--- config.mk ---
export PLATFORM = sky130hd
export DESIGN_NAME = stack_ctrl
export DESIGN_NICKNAME = d
export VERILOG_FILES = /design/src/rtl/stack_ctrl.sv
export SDC_FILE = /design/constraint.sdc
export NUM_CORES = 1
export LEC_CHECK = 0
export CORE_UTILIZATION = 50
export CTS_BUF_LIST = sky130_fd_sc_hd__clkbuf_4 sky130_fd_sc_hd__clkbuf_8
export CTS_CLUSTER_DIAMETER = 120
export DETAILED_ROUTE_END_ITERATION = 8
export MAX_ROUTING_LAYER = met4
export PLACE_DENSITY = 0.78
export SLEW_MARGIN = 0
export SYNTH_ARGS = -nofsm -noshare
export SYNTH_HDL_FRONTEND = slang
export SYNTH_SLANG_ARGS = --single-unit
--- constraint.sdc ---
create_clock -name clk -period 9.1 [get_ports clk]
set_clock_uncertainty 0.15 [all_clocks]
set_input_delay 0.91 -clock clk [delete_from_list [all_inputs] [get_ports clk]]
set_output_delay 0.91 -clock clk [all_outputs]
set_load 0.05 [all_outputs]
--- src/rtl/stack_ctrl.sv ---
// LIFO stack controller: operand-stack storage with push/pop/dup/swap/binop/repl ops,
// occupancy tracking, and one-cycle overflow/underflow pulses plus a sticky error flag.
module stack_ctrl #(
    parameter int DW    = 8,
    parameter int DEPTH = 16,
    localparam int CW   = $clog2(DEPTH + 1)
) (
    input  logic          clk,
    input  logic          reset,
    input  logic          clr,
    input  logic [2:0]    op,
    input  logic [DW-1:0] din,
    output logic [DW-1:0] tos,
    output logic [DW-1:0] nos,
    output logic [CW-1:0] count,
    output logic          empty,
    output logic          full,
    output logic          ovf,
    output logic          unf,
    output logic          err
);

    localparam int AW = $clog2(DEPTH);

    typedef enum logic [2:0] {
        OP_NOP   = 3'd0,
        OP_PUSH  = 3'd1,
        OP_POP1  = 3'd2,
        OP_POP2  = 3'd3,
        OP_BINOP = 3'd4,
        OP_REPL  = 3'd5,
        OP_DUP   = 3'd6,
        OP_SWAP  = 3'd7
    } op_e;

    logic [DW-1:0] r_mem [DEPTH];
    logic [CW-1:0] r_count;
    logic          r_ovf;
    logic          r_unf;
    logic          r_err;

    op_e           w_op;
    logic          w_has1;
    logic          w_has2;
    logic          w_full;
    logic [AW-1:0] w_push_idx;
    logic [AW-1:0] w_top_idx;
    logic [AW-1:0] w_nos_idx;
    logic [DW-1:0] w_top_data;
    logic [DW-1:0] w_nos_data;

    logic [CW-1:0] w_next_count;
    logic          w_ovf;
    logic          w_unf;
    logic          w_wa_en;
    logic [AW-1:0] w_wa_idx;
    logic [DW-1:0] w_wa_data;
    logic          w_wb_en;
    logic [AW-1:0] w_wb_idx;
    logic [DW-1:0] w_wb_data;

    assign w_op   = op_e'(op);
    assign w_has1 = (r_count != '0);
    assign w_has2 = (r_count >= CW'(2));
    assign w_full = (r_count == CW'(DEPTH));

    // Low AW bits wrap to DEPTH-1 when count==DEPTH, which is exactly the TOS slot.
    assign w_push_idx = r_count[AW-1:0];
    assign w_top_idx  = r_count[AW-1:0] - AW'(1);
    assign w_nos_idx  = r_count[AW-1:0] - AW'(2);
    assign w_top_data = r_mem[w_top_idx];
    assign w_nos_data = r_mem[w_nos_idx];

    always_comb begin
        w_next_count = r_count;
        w_ovf        = 1'b0;
        w_unf        = 1'b0;
        w_wa_en      = 1'b0;
        w_wa_idx     = w_push_idx;
        w_wa_data    = din;
        w_wb_en      = 1'b0;
        w_wb_idx     = w_nos_idx;
        w_wb_data    = w_top_data;
        case (w_op)
            OP_PUSH: begin
                if (w_full) begin
                    w_ovf = 1'b1;
                end else begin
                    w_wa_en      = 1'b1;
                    w_next_count = r_count + CW'(1);
                end
            end
            OP_POP1: begin
                if (!w_has1) w_unf = 1'b1;
                else         w_next_count = r_count - CW'(1);
            end
            OP_POP2: begin
                if (!w_has2) w_unf = 1'b1;
                else         w_next_count = r_count - CW'(2);
            end
            OP_BINOP: begin
                if (!w_has2) begin
                    w_unf = 1'b1;
                end else begin
                    w_wa_en      = 1'b1;
                    w_wa_idx     = w_nos_idx;
                    w_next_count = r_count - CW'(1);
                end
            end
            OP_REPL: begin
                if (!w_has1) begin
                    w_unf = 1'b1;
                end else begin
                    w_wa_en  = 1'b1;
                    w_wa_idx = w_top_idx;
                end
            end
            OP_DUP: begin
                // Empty takes precedence so ovf and unf are never raised together.
                if (!w_has1) begin
                    w_unf = 1'b1;
                end else if (w_full) begin
                    w_ovf = 1'b1;
                end else begin
                    w_wa_en      = 1'b1;
                    w_wa_data    = w_top_data;
                    w_next_count = r_count + CW'(1);
                end
            end
            OP_SWAP: begin
                if (!w_has2) begin
                    w_unf = 1'b1;
                end else begin
                    w_wa_en   = 1'b1;
                    w_wa_idx  = w_top_idx;
                    w_wa_data = w_nos_data;
                    w_wb_en   = 1'b1;
                    w_wb_idx  = w_nos_idx;
                    w_wb_data = w_top_data;
                end
            end
            default: ;
        endcase
    end

    // Storage is not reset; slots above count are never observed.
    always_ff @(posedge clk) begin
        if (!clr) begin
            if (w_wa_en) r_mem[w_wa_idx] <= w_wa_data;
            if (w_wb_en) r_mem[w_wb_idx] <= w_wb_data;
        end
    end

    always_ff @(posedge clk or negedge reset) begin
        if (!reset) begin
            r_count <= '0;
            r_ovf   <= 1'b0;
            r_unf   <= 1'b0;
            r_err   <= 1'b0;
        end else if (clr) begin
            r_count <= '0;
            r_ovf   <= 1'b0;
            r_unf   <= 1'b0;
            r_err   <= 1'b0;
        end else begin
            r_count <= w_next_count;
            r_ovf   <= w_ovf;
            r_unf   <= w_unf;
            r_err   <= r_err | w_ovf | w_unf;
        end
    end

    assign tos   = w_has1 ? w_top_data : '0;
    assign nos   = w_has2 ? w_nos_data : '0;
    assign count = r_count;
    assign empty = !w_has1;
    assign full  = w_full;
    assign ovf   = r_ovf;
    assign unf   = r_unf;
    assign err   = r_err;

endmodule

# Word level (Yosys, flattened, before mapping)
# Memory sizes are Yosys's and may differ from the RTL's.
# Index checks and enable logic that the tools add are counted.
# totals
mem_bits_rw	128
regBits	8
wordCells	70
memories	1
# memory_table
name	words	width	read_ports	rd_ports_with_merged_regs	write_ports	line_no	text
r_mem	16	8	2	0	2	36	logic [DW-1:0] r_mem [DEPTH];
# classes
order_cmp	1
eq_ne	12
bitwise	2
reduce_logical	7
addsub	5
mux	38
# op_table
operator	n
$mux W8	5
$mux W5	6
$pmux W5 S5	1
$mux W1	18
$pmux W8 S2	1
$eq A3 B3 Y1 const B	4
$mux W4	3
$ne A3 B3 Y1 const B	4
$pmux W4 S3	1
$eq A3 B2 Y1 const B	2
$reduce_bool A6 Y1	1
$reduce_or A3 Y1	2
$add A5 B1 Y5 const B	1
$eq A5 B5 Y1 const B	1
$ge A5 B2 Y1 const B	1
$reduce_and A5 Y1	1
$reduce_bool A5 Y1	1
$sub A5 B1 Y5 const B	1
$sub A5 B2 Y5 const B	1
$pmux W1 S2	2
$pmux W1 S4	1
$sub A4 B1 Y4 const B	1
$sub A4 B2 Y4 const B	1
$eq A3 B1 Y1 const B	1
other kinds (3)	4

# Depth between registers and ports, before layout
# Gate-level depths: netlist of run 1.
# depth
word_depth	7
ltp_mapped	12

# Least setup slack after synthesis of run 1
# No wires, ideal clock.
# synth_timing
kind	register -> output
startpoint	register r_count[1] (netlist: count[1])
endpoint	output port tos[6]
arrival_ns	3.820
stages_incl_launch_ff	13
setup_slack_ns	4.220
cell_sequence	dfrtp_1 buf_2 buf_1 inv_1 ha_1 clkbuf_1 buf_1 mux4_2 nand2_1 nand2_1 o21ai_2 clkbuf_1 nor2_1
# synth_via
elab_chain_len	3
elab_cells_between_ends	4
# synth_rtl
item	line_no	text
from (decl)	37	logic [CW-1:0] r_count;
from (signal assigned)	166	r_count <= w_next_count;
$sub A4 B1 Y4	69	assign w_top_idx = r_count[AW-1:0] - AW'(1);
$mem_v2 Z16 W8	--	
$mux W8 *	173	assign tos = w_has1 ? w_top_data : '0;
to (decl)	13	output logic [DW-1:0] tos,
# Mark *: on every way between the ends. The rest lies on a longest branch, timed or not.

# Worst setup path in the final report of run 1
# layout_timing
startpoint	register r_count[0] (netlist: count[0])
endpoint	output port tos[4]
# The elaborated chain is that of the path after synthesis.

==> summary.txt, run 1 <==
Worst setup path
  • Reg2reg path depth: 8
  • CP most frequent cell: nand2_1
  • Largest stage delay, worst path: about 860 ps
  • R2R setup slack: 4230 ps
  • Worst setup EP type: primary output
  • CP arrival: between 4000 and 5000 ps
  • Worst-path cell chain: inv_2 -> ha_1 -> buf_4 -> mux4_2 -> nand2_1 -> nand2_1 -> o21ai_2 -> nor2_1 -> clkdlybuf4s50_1
  • RR Endpoint: r_mem[9][0]
  • CP required: 8040 ps
  • Worst path slowest cell: dfrtp_4
  • Origin of the critical flop-to-flop path: count[0]
  • Critical path class: register to primary output
  • Max FO, Critical Path: 39
  • Nature of the critical path startpoint: register

CTS
  • Number of buffers created by CTS: 17
  • CTS max path bufs: 2
  • Worst-Skew Late Latency: 470 ps
  • CTS Root Cell: clkbuf_8
  • Hold Buf Count CTS: 0
  • CTS tree: yes
  • # clock sinks: 136
  • CTS clk-pin slew, worst paths: 80 ps
  • Cts repair resizes: 0
  • Htree depth: 4
  • Post CTS Setup Buffer Count: 0

Floorplan
  • Starting Density: 51.1%
  • FP Rows: 47
  • CORE AREA: 16,600 um^2
  • Die footprint: 17,500 um^2
  • Chip width: 132 um
  • I/O pin cnt: 40
  • Die Height: 132 um

Logic synthesis
  • Compound-Gate Fraction of Synth Area: 16.1%
  • Distinct cell type count after synthesis: 60
  • Cell Area, Synth: 8470 um^2
  • Fraction of registers with async set or reset after synthesis: under 10%
  • Most frequent cells after synthesis: o22ai_1 (146), edfxtp_1 (128), mux4_2 (72)
  • Main combinational cell family by area after synthesis: multiplexers
  • Cells after synthesis: 646
  • Share of the synthesized area in the top cell type: about 45%
  • Top-count cell post-synth: o22ai_1
  • Predominant post-synthesis flop cell: edfxtp_1
  • Largest cells by area after synthesis: edfxtp_1 (45%), mux4_2 (19%), o22ai_1 (11%), dfrtp_1 (2.4%), nand2_1 (2.3%)
  • Synth Area in XOR/XNOR: 1.14%
  • Yosys Warn Count: 0
  • Largest area contributor in the netlist: edfxtp_1
  • Post-Synth Adder-Cell Area: 1.71%
  • Syn avg cell area: between 10 and 15 um^2
  • Synth Net Count: 671
  • Seq/Total Area, Yosys: 47.7%
  • Post-synthesis mux area share: 20.4%
  • FF+latch count, synth: 136
  • EDFF count, synth: 128
  • Simple-gate area share of the yosys netlist: just under 9%

Placed design
  • Dpl cell area: 8920 um^2
  • DP Cell Count: 868
  • I/O Buffers: 39
  • Final GP Congestion: 0.964
  • Final HPWL DP: 17,000 um

Cells and area
  • Antenna Cells: 0
  • Final Core Density: 56.4%
  • Fin area: a little over 9000 um^2
  • Non-filler cells in the finished layout: 900
  • Register area: 4050 um^2
  • Multi-input gate area: 4100 um^2
  • Area grow syn2layout: 10.4%
  • Number of fill cells: 1,326
  • Share of post-route cells with drive strength above 1: 23.1%
  • Nets: 692

Detailed routing
  • Residual DRC: 0
  • DR WL/cell: between 20 and 30 um
  • Antenna Nets Post-Route: 0
  • DRT Wirelength: roughly 25,000 um
  • Starting DRT DRC Count: 907
  • DR pass1 iterations: 7
  • Via Count: 6,664
  • Vias per inst: approximately 7.4

Min path
  • HP Start: err
  • Hold Crit Depth: 2
  • Worst hold path class: register to register
  • Worst hold endpoint: err

STA
  • Final Hold Viols: 0
  • F_max: around 170 MHz
  • Slew headroom: between 10% and 20%
  • Minimum clock period: 5790 ps
  • Setup violators final: 0
  • Final setup TNS: 0 ps
  • WHS: 379 ps
  • Worst Max-Slew Pin Slew: about 1200 ps
  • RSZ-0062 raised after global routing: false
  • Max-slew violations: 0
  • Fin crit share: ~64%

Global routing
  • Global-route wire length before repair: 37,500 um
  • Initial antenna violation count: 0
  • Pin count of the biggest net entering global routing: 43
  • GRT overflow: 0
  • GRT Util Overall: between 30% and 40%
  • Vias in the first global route: around 6,300

Outcome
  • Run status: finished, final reports clean

Power
  • PwrDens: between 300 and 400 nW/um^2
  • Lkg Pwr: approximately 2.9 nW
  • Maximum vdd ir drop: 0.344 mV

Job
  • Max Cap Viol: 0
sequential cells by signal (all words and copies together), names as in the netlist:
signal and cells:
ovf 1, unf 1, err 1, r_mem 128, count 5
through the flow:
step                power [W]  setup slack, ps
finish                0.00291             3310
global route          0.00300             3100
CTS                   0.00288             3310
detailed placement    0.00234             3840
global placement      0.00232             3920
floorplan             0.00192             4220
area by class of cell:
cell class,count,area share (%)
well taps,220,2.94
repair buffers,49,4.98
clock inverters,15,2.02
multi-input cells,453,43.8
flip-flops and latches,136,43.3
inverters,10,0.402
clock buffers,17,2.50
per-layer routing:
layer	up-vias	track usage, %	wire length (um)
met5	-	-	0
met4	0	15.8	1020
met3	92	6.15	3460
met2	605	45.8	11800
met1	3249	37.9	8540
li1	2718	-	-
worst max-delay path, delay by kind of cell (launching register included):
kind | cells | cell delay (ps)
simple gates | 3 | 250
compound gates | 1 | 660
mux | 1 | 330
fa+ha+maj | 1 | 810
buf+inv | 3 | 1360
flops | 1 | 860
report_power, final:
| group | leakage, nW | switching (W) | internal, W |
|---|---|---|---|
| clock | 0.204 | 0.000267 | 0.000277 |
| combinational | 1.42 | 0.00100 | 0.000584 |
| sequential | 1.26 | 0.0000428 | 0.000738 |
| total | 2.88 | 0.00131 | 0.00160 |
how the worst max path moves through the flow:
stage	from	end	cells past startpoint
detailed placement	count[0]	tos[4]	9
floorplan	count[1]	tos[6]	12
global placement	count[0]	tos[4]	9
CTS	count[0]	tos[4]	9
finish	count[0]	tos[4]	9
global route	count[0]	tos[5]	9
placed cells by master, fill, tap and decap left out, types with 10 or more instances in the layout:
master,n
nand2_1,51
a21oi_1,14
o22ai_1,146
nor2b_1,12
mux2i_1,11
edfxtp_1,128
nor2_2,12
mux4_2,72
clkbuf_8,17
buf_4,10
ha_1,10
nor2_1,36
clkdlybuf4s50_1,39
cells by family after synthesis:
kind of cell,after synthesis
multiplexers,83
XOR/XNOR,8
adder cells (fa/ha/maj),11
AND/OR/NAND/NOR,147
buffers and inverters,57
AO/OA/AOI/OAI,204
flip-flops,136
Power figures use the tool's default switching activity.
==> run 2: changes to the inputs <==
==> constraint.sdc (replaced) <==
create_clock -name clk -period 5.6 [get_ports clk]
set_clock_uncertainty 0.15 [all_clocks]
set_input_delay 0.56 -clock clk [delete_from_list [all_inputs] [get_ports clk]]
set_output_delay 0.56 -clock clk [all_outputs]
set_load 0.05 [all_outputs]
==> summary.txt, run 2 (synthesis gave the netlist of run 1 again) <==
Worst setup path
  • CP Buf/Inv Count: 3 (unchanged)
  • Worst-path cell chain: inv_2 -> ha_1 -> xor2_2 -> buf_4 -> mux4_2 -> mux2i_1 -> nand2_1 -> o21ai_2 -> nor2_1 -> clkdlybuf4s50_1 (was inv_2 -> ha_1 -> buf_4 -> mux4_2 -> nand2_1 -> nand2_1 -> o21ai_2 -> nor2_1 -> clkdlybuf4s50_1)
  • Top delay family on crit path: buffers and inverters (unchanged)
  • Origin of the critical flop-to-flop path: count[2] (was count[0])
  • Reg2reg path depth: 8 (unchanged)
  • RR Endpoint: r_mem[9][0] (unchanged)
  • Largest stage delay, worst path: 760 ps (was 860 ps)
  • CP arrival: 4310 ps (was 4730 ps)
  • Nature of the critical path startpoint: register (unchanged)
  • Max FO, Critical Path: 17 (was 39)
  • CP required: 4890 ps (was 8040 ps)
  • Worst path slowest cell: clkdlybuf4s50_1 (was dfrtp_4)
  • Worst setup EP type: primary output (unchanged)
  • R2R setup slack: 1150 ps (was 4230 ps)
  • Critical path class: register to primary output (unchanged)

Min path
  • Worst hold path class: primary input to asynchronous set/reset pin (was register to register)

Floorplan
  • Die Height: 132 um (unchanged)
  • Starting Density: 51.1% (unchanged)
  • I/O pin cnt: 40 (unchanged)
  • CORE AREA: 16,600 um^2 (unchanged)
  • FP Rows: 47 (unchanged)
  • Chip width: 132 um (unchanged)
  • Die footprint: 17,500 um^2 (unchanged)

Cells and area
  • Top reg by flops: r_mem (unchanged)
  • Antenna Cells: 0 (unchanged)
  • Register area: 4050 um^2 (unchanged)
  • Nets: 705 (was 692)
  • Number of fill cells: 1,283 (was 1,326)
  • Share of post-route cells with drive strength above 1: 24.8% (was 23.1%)
  • Area grow syn2layout: 11.3% (was 10.4%)
  • Commonest cells after routing, fill and taps aside: o22ai_1 (146), edfxtp_1 (128), mux4_2 (72) (unchanged)
  • Fin area: 9430 um^2 (was 9350 um^2)
  • Max reg flops: 128 (unchanged)
  • Multi-input gate area: 4100 um^2 (unchanged)
  • Commonest non-fill, non-tap cell in the layout: o22ai_1 (unchanged)

Global routing
  • Global-route wire length before repair: 39,100 um (was 37,500 um)
  • GRT overflow: 0 (unchanged)
  • Initial antenna violation count: 0 (unchanged)
  • Vias in the first global route: 6,600 (was 6,290)
  • GRT Util Overall: 31.7% (was 30.0%)
  • Pin count of the biggest net entering global routing: 46 (was 43)

CTS
  • Hold Buf Count CTS: 0 (unchanged)
  • Cts repair resizes: 0 (unchanged)
  • CTS max path bufs: 2 (unchanged)
  • Number of buffers created by CTS: 17 (unchanged)
  • CTS Root Cell: clkbuf_8 (unchanged)
  • Post CTS Setup Buffer Count: 0 (unchanged)
  • Worst-Skew Late Latency: 480 ps (was 470 ps)
  • # clock sinks: 136 (unchanged)
  • CTS clk-pin slew, worst paths: 80 ps (about the same)
  • Htree depth: 4 (unchanged)
  • CTS tree: yes (unchanged)

STA
  • Minimum clock period: 5020 ps
  • Setup WS post-layout: 575 ps (was 3310 ps)
  • Final Hold Viols: 0 (unchanged)
  • Worst Max-Slew Pin Slew: 1170 ps (was 1230 ps)
  • Setup violators final: 0 (unchanged)
  • Slew headroom: 21.6% (was 17.8%)
  • F_max: 199 MHz
  • WHS: 208 ps (was 379 ps)
  • Final setup TNS: 0 ps (unchanged)
  • Max-slew violations: 0 (unchanged)
  • Fin crit share: 89.7%
  • RSZ-0062 raised after global routing: false (unchanged)

Detailed routing
  • DRT Wirelength: 25,800 um (was 24,800 um)
  • Starting DRT DRC Count: 853 (was 907)
  • Vias per inst: 7.37 (was 7.40)
  • Residual DRC: 0 (unchanged)
  • Antenna Nets Post-Route: 0 (unchanged)
  • Via Count: 6,729 (was 6,664)
  • DR WL/cell: 28.3 um (was 27.5 um)
  • DR pass1 iterations: 5 (was 7)

Placed design
  • Dpl cell area: 9020 um^2 (was 8920 um^2)
  • Final GP Congestion: 1.02 (was 0.964)
  • Final HPWL DP: 17,500 um (was 17,000 um)
  • I/O Buffers: 39 (unchanged)
  • DP Worst Slack: 1190 ps (was 3840 ps)

Power
  • Maximum vdd ir drop: 0.680 mV (was 0.344 mV)
  • Lkg Pwr: 2.94 nW (was 2.88 nW)
  • PwrDens: 502 nW/um^2 (was 311 nW/um^2)

Job
  • Max Cap Viol: 0 (unchanged)

Outcome
  • Run status: finished, final reports clean (unchanged)
## run 2: layout make-up
type,count,area share (%)
Timing Repair Buffer,62,5.94
Clock inverter,15,1.88
Tap cell,220,2.92
Clock buffer,17,2.48
Inverter,10,0.398
Multi-Input combinational cell,453,43.5
Sequential cell,136,42.9
## run 2: worst max-delay path by stage
stage / start / to / cells after the start
2_1_floorplan: count[1] / tos[6] / 12
3_3_place_gp: count[0] / tos[4] / 8
3_5_place_dp: count[0] / tos[4] / 8
4_1_cts: count[0] / tos[4] / 8
5_1_grt: count[0] / tos[4] / 8
6_report: count[0] / tos[6] / 10
## run 2: power by group
| part | internal (W) | switching (W) |
|---|---|---|
| Clock | 0.000439 | 0.000420 |
| Combinational | 0.000967 | 0.00168 |
| Sequential | 0.00120 | 0.0000324 |
| Total | 0.00261 | 0.00213 |
## run 2: per-stage QoR
stage                     total power, W  std cells  util [%]
after floorplan                  0.00312        646         -
after global placement           0.00377        881      54.4
after detailed placement         0.00383        881      54.4
after CTS                        0.00467        913      56.9
after global routing             0.00488        913      56.9
final                            0.00474        913      56.9
## run 2: worst reg2reg max path, cell delays in order, from the launching register on
cell and delay (ps):
dfrtp_1 600, inv_1 190, ha_1 380, nand2b_2 140
nor3_2 940, a2111o_1 400, o221a_2 270, nand3b_1 170
o22ai_1 820
## run 2: layer usage
| metal | up-vias | GRT usage [%] | wire, um |
|---|---|---|---|
| met2 | 598 | 49.0 | 12400 |
| met1 | 3303 | 38.8 | 8780 |
| met5 | - | - | 0 |
| li1 | 2742 | - | - |
| met4 | 0 | 15.3 | 1100 |
| met3 | 86 | 8.11 | 3570 |
